## src/rtl/instr_mem_loader_pkg.sv

```systemverilog
// rtl/instr_mem_loader_pkg.sv - shared state encoding and widths for the instruction memory loader
package instr_mem_loader_pkg;

  localparam int ADDR_W = 6;
  localparam int DATA_W = 32;

  typedef enum logic [2:0] {
    ST_IDLE = 3'd0,
    ST_HDR  = 3'd1,
    ST_LOAD = 3'd2,
    ST_CSUM = 3'd3,
    ST_DONE = 3'd4,
    ST_ERR  = 3'd5
  } state_t;

endpackage

```

## src/rtl/instr_mem_loader_word_assembler.sv

```systemverilog
// rtl/instr_mem_loader_word_assembler.sv - little-endian byte-to-word assembler with byte counter
module instr_mem_loader_word_assembler #(
  parameter int DATA_W = 32
) (
  input  logic              clk,
  input  logic              rst_n,
  input  logic              clear,
  input  logic [7:0]        byte_in,
  input  logic              byte_fire,
  output logic              word_valid,
  output logic [DATA_W-1:0] word
);

  localparam int BPW   = DATA_W / 8;
  localparam int CNT_W = (BPW > 1) ? $clog2(BPW) : 1;

  logic [DATA_W-1:0] shreg;
  logic [CNT_W-1:0]  cnt;

  // New byte enters at the top so after BPW bytes the first byte sits in bits [7:0].
  assign word       = {byte_in, shreg[DATA_W-1:8]};
  assign word_valid = byte_fire && (cnt == CNT_W'(BPW - 1));

  // Shift register and byte-in-word counter; cleared at the start of every load.
  always_ff @(posedge clk or negedge rst_n) begin
    if (!rst_n) begin
      shreg <= '0;
      cnt   <= '0;
    end else if (clear) begin
      shreg <= '0;
      cnt   <= '0;
    end else if (byte_fire) begin
      shreg <= word;
      cnt   <= word_valid ? '0 : cnt + CNT_W'(1);
    end
  end

endmodule

```

## src/rtl/instr_mem_loader.sv

```systemverilog
// rtl/instr_mem_loader.sv - run-time instruction memory loader; optional trailing checksum under LOADER_CHECKSUM_EN
module instr_mem_loader
  import instr_mem_loader_pkg::*;
#(
  parameter int ADDR_W = instr_mem_loader_pkg::ADDR_W,
  parameter int DATA_W = instr_mem_loader_pkg::DATA_W
) (
  input  logic              clk,
  input  logic              rst_n,
  input  logic              start,
  input  logic [7:0]        byte_in,
  input  logic              byte_valid,
  output logic              byte_ready,
  output logic              wr_en,
  output logic [ADDR_W-1:0] wr_addr,
  output logic [DATA_W-1:0] wr_data,
  output logic              cpu_hold,
  output logic              done,
  output logic              err
);

  // Word counts need one bit beyond the address to hold the full depth, and at
  // least nine bits so any header byte can be compared against the depth.
  localparam int CW = (ADDR_W + 1 > 9) ? ADDR_W + 1 : 9;
  localparam logic [CW-1:0] DEPTH = CW'(1) << ADDR_W;

  state_t            state;
  logic [CW-1:0]     n_words;
  logic [CW-1:0]     word_idx;
  logic [CW-1:0]     hdr_n;
  logic              fire;
  logic              word_valid;
  logic [DATA_W-1:0] word;
`ifdef LOADER_CHECKSUM_EN
  logic [7:0]        csum;
`endif

  assign fire  = byte_valid && byte_ready;
  assign hdr_n = CW'(byte_in);

  instr_mem_loader_word_assembler #(.DATA_W(DATA_W)) u_asm (
    .clk        (clk),
    .rst_n      (rst_n),
    .clear      ((state == ST_IDLE) && start),
    .byte_in    (byte_in),
    .byte_fire  (fire && (state == ST_LOAD)),
    .word_valid (word_valid),
    .word       (word)
  );

  // Load sequencer: header, payload words, optional checksum; all outputs registered.
  always_ff @(posedge clk or negedge rst_n) begin
    if (!rst_n) begin
      state      <= ST_IDLE;
      byte_ready <= 1'b0;
      wr_en      <= 1'b0;
      wr_addr    <= '0;
      wr_data    <= '0;
      cpu_hold   <= 1'b0;
      done       <= 1'b0;
      err        <= 1'b0;
      n_words    <= '0;
      word_idx   <= '0;
`ifdef LOADER_CHECKSUM_EN
      csum       <= '0;
`endif
    end else begin
      wr_en <= 1'b0;
      done  <= 1'b0;
      case (state)
        ST_IDLE: begin
          if (start) begin
            state      <= ST_HDR;
            byte_ready <= 1'b1;
            cpu_hold   <= 1'b1;
            err        <= 1'b0;
            n_words    <= '0;
            word_idx   <= '0;
`ifdef LOADER_CHECKSUM_EN
            csum       <= '0;
`endif
          end
        end
        ST_HDR: begin
          if (fire) begin
            if (hdr_n > DEPTH) begin
              state      <= ST_ERR;
              byte_ready <= 1'b0;
              cpu_hold   <= 1'b0;
              err        <= 1'b1;
            end else begin
              n_words <= (hdr_n == '0) ? DEPTH : hdr_n;
              state   <= ST_LOAD;
            end
          end
        end
        ST_LOAD: begin
          if (fire) begin
`ifdef LOADER_CHECKSUM_EN
            csum <= csum ^ byte_in;
`endif
            if (word_valid) begin
              wr_en    <= 1'b1;
              wr_data  <= word;
              wr_addr  <= word_idx[ADDR_W-1:0];
              word_idx <= word_idx + CW'(1);
              if (word_idx + CW'(1) == n_words) begin
`ifdef LOADER_CHECKSUM_EN
                state <= ST_CSUM;
`else
                state      <= ST_DONE;
                byte_ready <= 1'b0;
                cpu_hold   <= 1'b0;
                done       <= 1'b1;
`endif
              end
            end
          end
        end
`ifdef LOADER_CHECKSUM_EN
        ST_CSUM: begin
          if (fire) begin
            byte_ready <= 1'b0;
            cpu_hold   <= 1'b0;
            if (byte_in == csum) begin
              state <= ST_DONE;
              done  <= 1'b1;
            end else begin
              state <= ST_ERR;
              err   <= 1'b1;
            end
          end
        end
`endif
        ST_DONE: state <= ST_IDLE;
        ST_ERR:  state <= ST_IDLE;
        default: begin
          state      <= ST_IDLE;
          byte_ready <= 1'b0;
          cpu_hold   <= 1'b0;
        end
      endcase
    end
  end

endmodule

```

## config.mk

```make
export PLATFORM = sky130hd
export DESIGN_NAME = instr_mem_loader
export DESIGN_NICKNAME = d
export VERILOG_FILES = /design/src/rtl/instr_mem_loader_pkg.sv /design/src/rtl/instr_mem_loader_word_assembler.sv /design/src/rtl/instr_mem_loader.sv
export SDC_FILE = /design/constraint.sdc
export NUM_CORES = 1
export LEC_CHECK = 0
export ABC_AREA = 1
export BUFFER_PORTS_ARGS = -buffer_cell sky130_fd_sc_hd__buf_2
export CAP_MARGIN = 20
export CORE_ASPECT_RATIO = 0.7
export CORE_MARGIN = 4
export CORE_UTILIZATION = 25
export DETAILED_ROUTE_END_ITERATION = 10
export PLACE_DENSITY = 0.53
export SLEW_MARGIN = 15
export SYNTH_ARGS = -nofsm -noshare
export SYNTH_HDL_FRONTEND = slang
export SYNTH_SLANG_ARGS = --single-unit
```

## constraint.sdc

```tcl
create_clock -name clk -period 3.2 [get_ports clk]
set_clock_uncertainty 0.05 [all_clocks]
set_input_delay 0.16 -clock clk [delete_from_list [all_inputs] [get_ports clk]]
set_output_delay 0.16 -clock clk [all_outputs]
set_load 0.01 [all_outputs]
```

Word-level counts from Yosys, hierarchy flattened
Index checks and enable logic that the tools add are counted.
- multiply operators: 0
- divide/modulo/power cells: 0
- equal/unequal tests: 13
- shift-type cells: 0
- $add $sub $neg: 2
- reductions and logical operators: 16
- muxes and demuxes: 38
- bitwise operators: 1
- magnitude comparators: 1
- operators with widths (operator ; number):
    32-bit 2-to-1 mux ; 2
    9-bit 2-to-1 mux ; 5
    9-bit one-hot mux with 2 select lines ; 2
    3-bit 2-to-1 mux ; 6
    1-bit 2-to-1 mux ; 16
    4-bit AND reduction ; 3
    2-bit != test (second input constant) ; 5
    9-bit by 1-bit adder with 9-bit output (second input constant) ; 1
    9-bit equality test ; 1
    9-bit zero test ; 1
    3-bit one-hot mux with 3 select lines ; 1
    8-bit by 7-bit > comparator with 1-bit output (second input constant) ; 1
    8-bit 2-to-1 mux ; 1
    7-bit AND reduction ; 1
    3-bit equality test (second input constant) ; 2
    2-bit 2-to-1 mux ; 3
    2-bit nonzero test ; 3
    5-bit AND reduction ; 1
    1-bit logical AND ; 4
    2-bit by 1-bit != test with 1-bit output (second input constant) ; 2
    1-bit one-hot mux with 4 select lines ; 1
    3-bit by 1-bit equality test with 1-bit output (second input constant) ; 1
    3-bit by 2-bit equality test with 1-bit output (second input constant) ; 1
    3-bit zero test ; 1
    6 further kinds ; 6
- output and inout port bits: 43
- bits of input ports: 12
- logic and storage cells: 82
- memories: 0
- memory bits (writable): 0
- bits in registers: 97
- memory bits (read-only): 0
- bits in latches: 0

Logic depth before layout (Yosys ltp)
- depth in word-level cells: 6
- mapped depth: 14
- mapped depth without buffers: 14

By module
A second synthesis with hierarchy kept.
- cell total of the unflattened synthesis: 474
- area, all modules: 4021.4 um2
- modules (own cells, without submodules) (module ; cells each ; sequential area each (um2) ; times used ; area each (um2)):
    instr_mem_loader ; 349 ; 1551.5 ; 1 ; 2800.2
    instr_mem_loader_word_assembler ; 125 ; 650.6 ; 1 ; 1221.2

Worst setup path before layout
OpenSTA, ideal clock, no wires.
- path kind: register to register
- start point: reg word_idx[0]
- end point: reg cpu_hold
- path slack: 1.572 ns
- stages on the path, launching flop included: 14
- data arrival time: 1.457 ns
- setup time: 0.120 ns
- required time: 3.030 ns
- buffers on the path: 0
- path through: dfrtp_1 -> ha_1 -> nand2_2 -> nand2_1 -> nand2_1 -> nand2_1 -> nor2_1 -> nand3_1 -> nor2_1 -> nand3_1 -> nand2_1 -> nand3_1 -> nand2_1 -> nand2_1
- word-level cells in the longest chain between the ends: 4
- RTL lines (element ; line ; RTL):
    start, declared ; instr_mem_loader.sv:29 ; logic [CW-1:0] word_idx;
    start signal, assigned ; instr_mem_loader.sv:106 ; word_idx <= word_idx + CW'(1);
    9-bit by 1-bit adder with 9-bit output ; instr_mem_loader.sv:107 ; if (word_idx + CW'(1) == n_words) begin
    9-bit equality test ; instr_mem_loader.sv:107 ;
    2-bit by 1-bit != test with 1-bit output (no source line) ; n/a ;
    7-bit AND reduction (no source line) ; n/a ;
    end signal, assigned ; instr_mem_loader.sv:89 ; cpu_hold <= 1'b0;
    end signal, assigned ; instr_mem_loader.sv:113 ; cpu_hold <= 1'b0;
    end signal, assigned ; instr_mem_loader.sv:140 ; cpu_hold <= 1'b0;
    end, declared ; instr_mem_loader.sv:17 ; output logic cpu_hold,
No other way between the ends.
A chain may end at the register's enable or synchronous reset.

Final worst setup path
- start point: reg state[2]
- end point: reg u_asm.shreg[24]
- word-level cells in the longest chain between the ends: 3
- RTL lines (element ; line ; RTL):
    start, declared ; instr_mem_loader.sv:27 ; state_t state;
    start signal, assigned ; instr_mem_loader.sv:54 ; state <= ST_IDLE;
    start signal, assigned ; instr_mem_loader.sv:73 ; state <= ST_HDR;
    start signal, assigned ; instr_mem_loader.sv:87 ; state <= ST_ERR;
    3-bit by 2-bit equality test with 1-bit output or 3-bit zero test (tied branches) ; instr_mem_loader.sv:46, instr_mem_loader.sv:44 ;
    1-bit logical AND, on equally long branches ; instr_mem_loader.sv:46, instr_mem_loader.sv:44 ;
    2-bit nonzero test (no source line) or 32-bit 2-to-1 mux (tied branches) ; n/a ;
    end signal, assigned ; instr_mem_loader_word_assembler.sv:33 ; shreg <= word;
    end, declared ; instr_mem_loader_word_assembler.sv:17 ; logic [DATA_W-1:0] shreg;
Parallel ways exist; a longest one is shown, timed or not.

==> results by group <==
Cells and area
  • Area Growth Syn to Fin: 20.3%
  • Most frequent cells in the layout: nand2_1, dfrtp_1, inv_1
  • # fillers: 1,584
  • Share of cells above drive strength 1: 18.1%
  • Sequential Area: 0.00220 mm2
  • Antenna Diode Count: 0
  • Fin util: 30.7%
  • Multi-input gate area: 0.00122 mm2
  • Most common cell after layout, fill and taps aside: nand2_1
  • Final net count: 485

Synth
  • Top cell type's share of synthesized area: 58.6%
  • YS warnings: 0
  • Unique masters post-synth: 24
  • Leading area contributor after synthesis: dfrtp_1
  • Sequential fraction of the synthesis area: 58.6%
  • Net Count, Synth: 435
  • Synth Instances: 421
  • Post-synthesis register bit count: 88
  • Mapped Area: 0.00376 mm2
  • Synth area leaders: dfrtp_1, nand2_1, inv_1
  • Avg Cell Area, Syn: 8.93 um2

Global routing
  • GR Overflow Total: 0
  • Largest net degree at the start of global routing: 89
  • Vias in the first global route: 3,002
  • First-pass GRT wire length: 16.0 mm
  • Initial antenna violation count: 0
  • GRT Total Usage: 11.7%

Routing
  • Antenna-violating nets left: 0
  • Routed length on met1: 4.97 mm
  • DRC Markers: 0
  • Wire per inst: 14.1 um
  • Iter 0 DRT Violations: 218
  • Vias per cell: 4.45
  • Uppermost routed layer: met4
  • Met3 WL: 536 um
  • Final WL: 9.46 mm
  • Metal2 WL: 3.85 mm
  • Vias: 2,974
  • DR pass1 iterations: 4

Worst setup path
  • Crit path required time: 3350 ps
  • Peak fanout along the critical path: 25
  • Flop-to-flop setup slack: 880 ps
  • Top delay family on crit path: simple AND/OR/NAND/NOR gates
  • Crit path max-delay cell type: nand2_2
  • Crit Path Class: reg2reg
  • Crit path launch type: flop
  • CP arrival: 2480 ps
  • Crit-path max cell delay: 490 ps
  • CP Cell Sequence: inv_2 -> nand3_2 -> nor2_2 -> inv_1 -> nand2_2 -> o21ai_0
  • Worst setup EP type: flop
  • CP bufs+invs: 2

Place
  • GPL Wtd Cong: 0.913
  • IO buf count: 54
  • Dpl hpwl: 6.78 mm
  • Setup WS pre-CTS: 968 ps

Floorplanning
  • Placement Rows: 37
  • Total die area: 0.0171 mm2
  • Die Height: 111 um
  • I/O pin cnt: 55
  • Initial Utilization: 25.5%
  • Die width: 155 um
  • Core Region: 0.0147 mm2

STA
  • Period utilisation layout: 72.6%
  • Final setup vio count: 0
  • Hold Violations, Final: 0
  • Worst setup margin: 876 ps
  • Crit path time final: 2320 ps
  • Slew HR: 46.3%
  • Worst Tran Pin Value: 806 ps
  • RSZ-0062 raised after global routing: no
  • Setup TNS: 0 ps
  • Final Max Slew Viols: 0
  • F_max: 0.430 GHz

Power
  • LEAKAGE: 2.28 nW
  • Power density over the cells: 910 mW/mm2
  • Peak VDD IR: 0.263 mV

Clock network
  • Clk pin slew, worst setup/hold paths: 60 ps
  • Post-CTS resize count: 0
  • CTS buffer count: 9
  • Clock Latency Late Sink: 340 ps
  • TritonCTS clock tree: done
  • CTS Buffer Depth: 2
  • # H-tree levels: 3
  • CTS Sinks: 88
  • Root Buffer: clkbuf_16

Run status
  • Status: finished, final reports clean

Flow run
  • Max Cap Viol: 0

Worst hold path
  • Worst hold path type: in2reg
## flip-flops by register name (all words and copies together) (netlist names), 2 cells and up
| name | cells |
|---|---|
| wr_data | 32 |
| u_asm.shreg | 24 |
| word_idx | 9 |
| n_words | 8 |
| wr_addr | 6 |
| state | 3 |
| u_asm.cnt | 2 |
## power breakdown
group / internal (W) / switching [W]
clock: 0.000697 / 0.000419
sequential: 0.00153 / 0.000212
combinational: 0.000454 / 0.000802
## through the flow
step                      power, W  hold WS (ps)  cell area, um2  cells
after floorplan            0.00254          -186            3760    421
after global placement     0.00299           391            4200    654
after detailed placement   0.00303           405            4200    654
after CTS                  0.00417          38.9            4510    668
after global routing       0.00445          62.9            4520    669
final                      0.00412          52.4            4520    669
## metal layers
metal / track usage (%) / vias to the layer above
li1: - / 1466
met1: 17.3 / 1426
met2: 16.0 / 72
met3: 4.15 / 10
met4: 3.06 / 0
met5: 0 / -
## area by class of cell
class                      count  share of cell area, %
sequential                    88                   48.7
tap                          195                   5.40
clock buffer                  11                   5.37
multi-input combinational    250                   27.0
timing repair buffer          57                   6.67
clock inverter                 3                   1.49
inverter                      65                   5.40
## worst min-delay path, stage by stage
cell	delay (ps)
buf_2	140
nand2_1	70
nand2_1	50
## final timing paths
check	from	end	depth (start not counted)
max	state[2]	u_asm.shreg[24]	6
min	byte_in[6]	wr_data[30]	3
max reg2reg	state[2]	u_asm.shreg[24]	6
min reg2reg	wr_addr[1]	wr_addr[1]	2
max in group asynchronous	rst_n	word_idx[3]	2
min in group asynchronous	rst_n	word_idx[7]	2
## synthesized netlist by cell type
cell type   n
a21oi_1     1
buf_2      12
buf_4       3
clkbuf_1    3
dfrtp_1    88
ha_1        2
inv_1      61
inv_2       4
nand2_1    95
nand2_2     5
nand3_1    36
nand3_2     1
nand3b_1    2
nand4_1     6
nor2_1     11
nor2_2      2
nor2_4      2
nor3_1      1
nor3_2      2
nor4b_2     1
o211ai_1    2
o21ai_0    24
o21ai_1    40
o22ai_1    17
## kinds of logic after synthesis
kind of cell / count (synthesis) / share of synthesized area [%]
and+or+nand+nor: 164 / 19.9
AOI/OAI and AO/OA: 84 / 11.9
DFF: 88 / 58.6
adders and majority gates: 2 / 0.666
buffers and inverters: 83 / 8.99
## repair_timing
item / in CTS / in global routing
setup endpoints to repair: 0 / 0
buffers inserted: 0 / 0
endpoints found under the hold margin: 0 / 88
hold buffers: 0 / 1
Power figures use the tool's default switching activity.
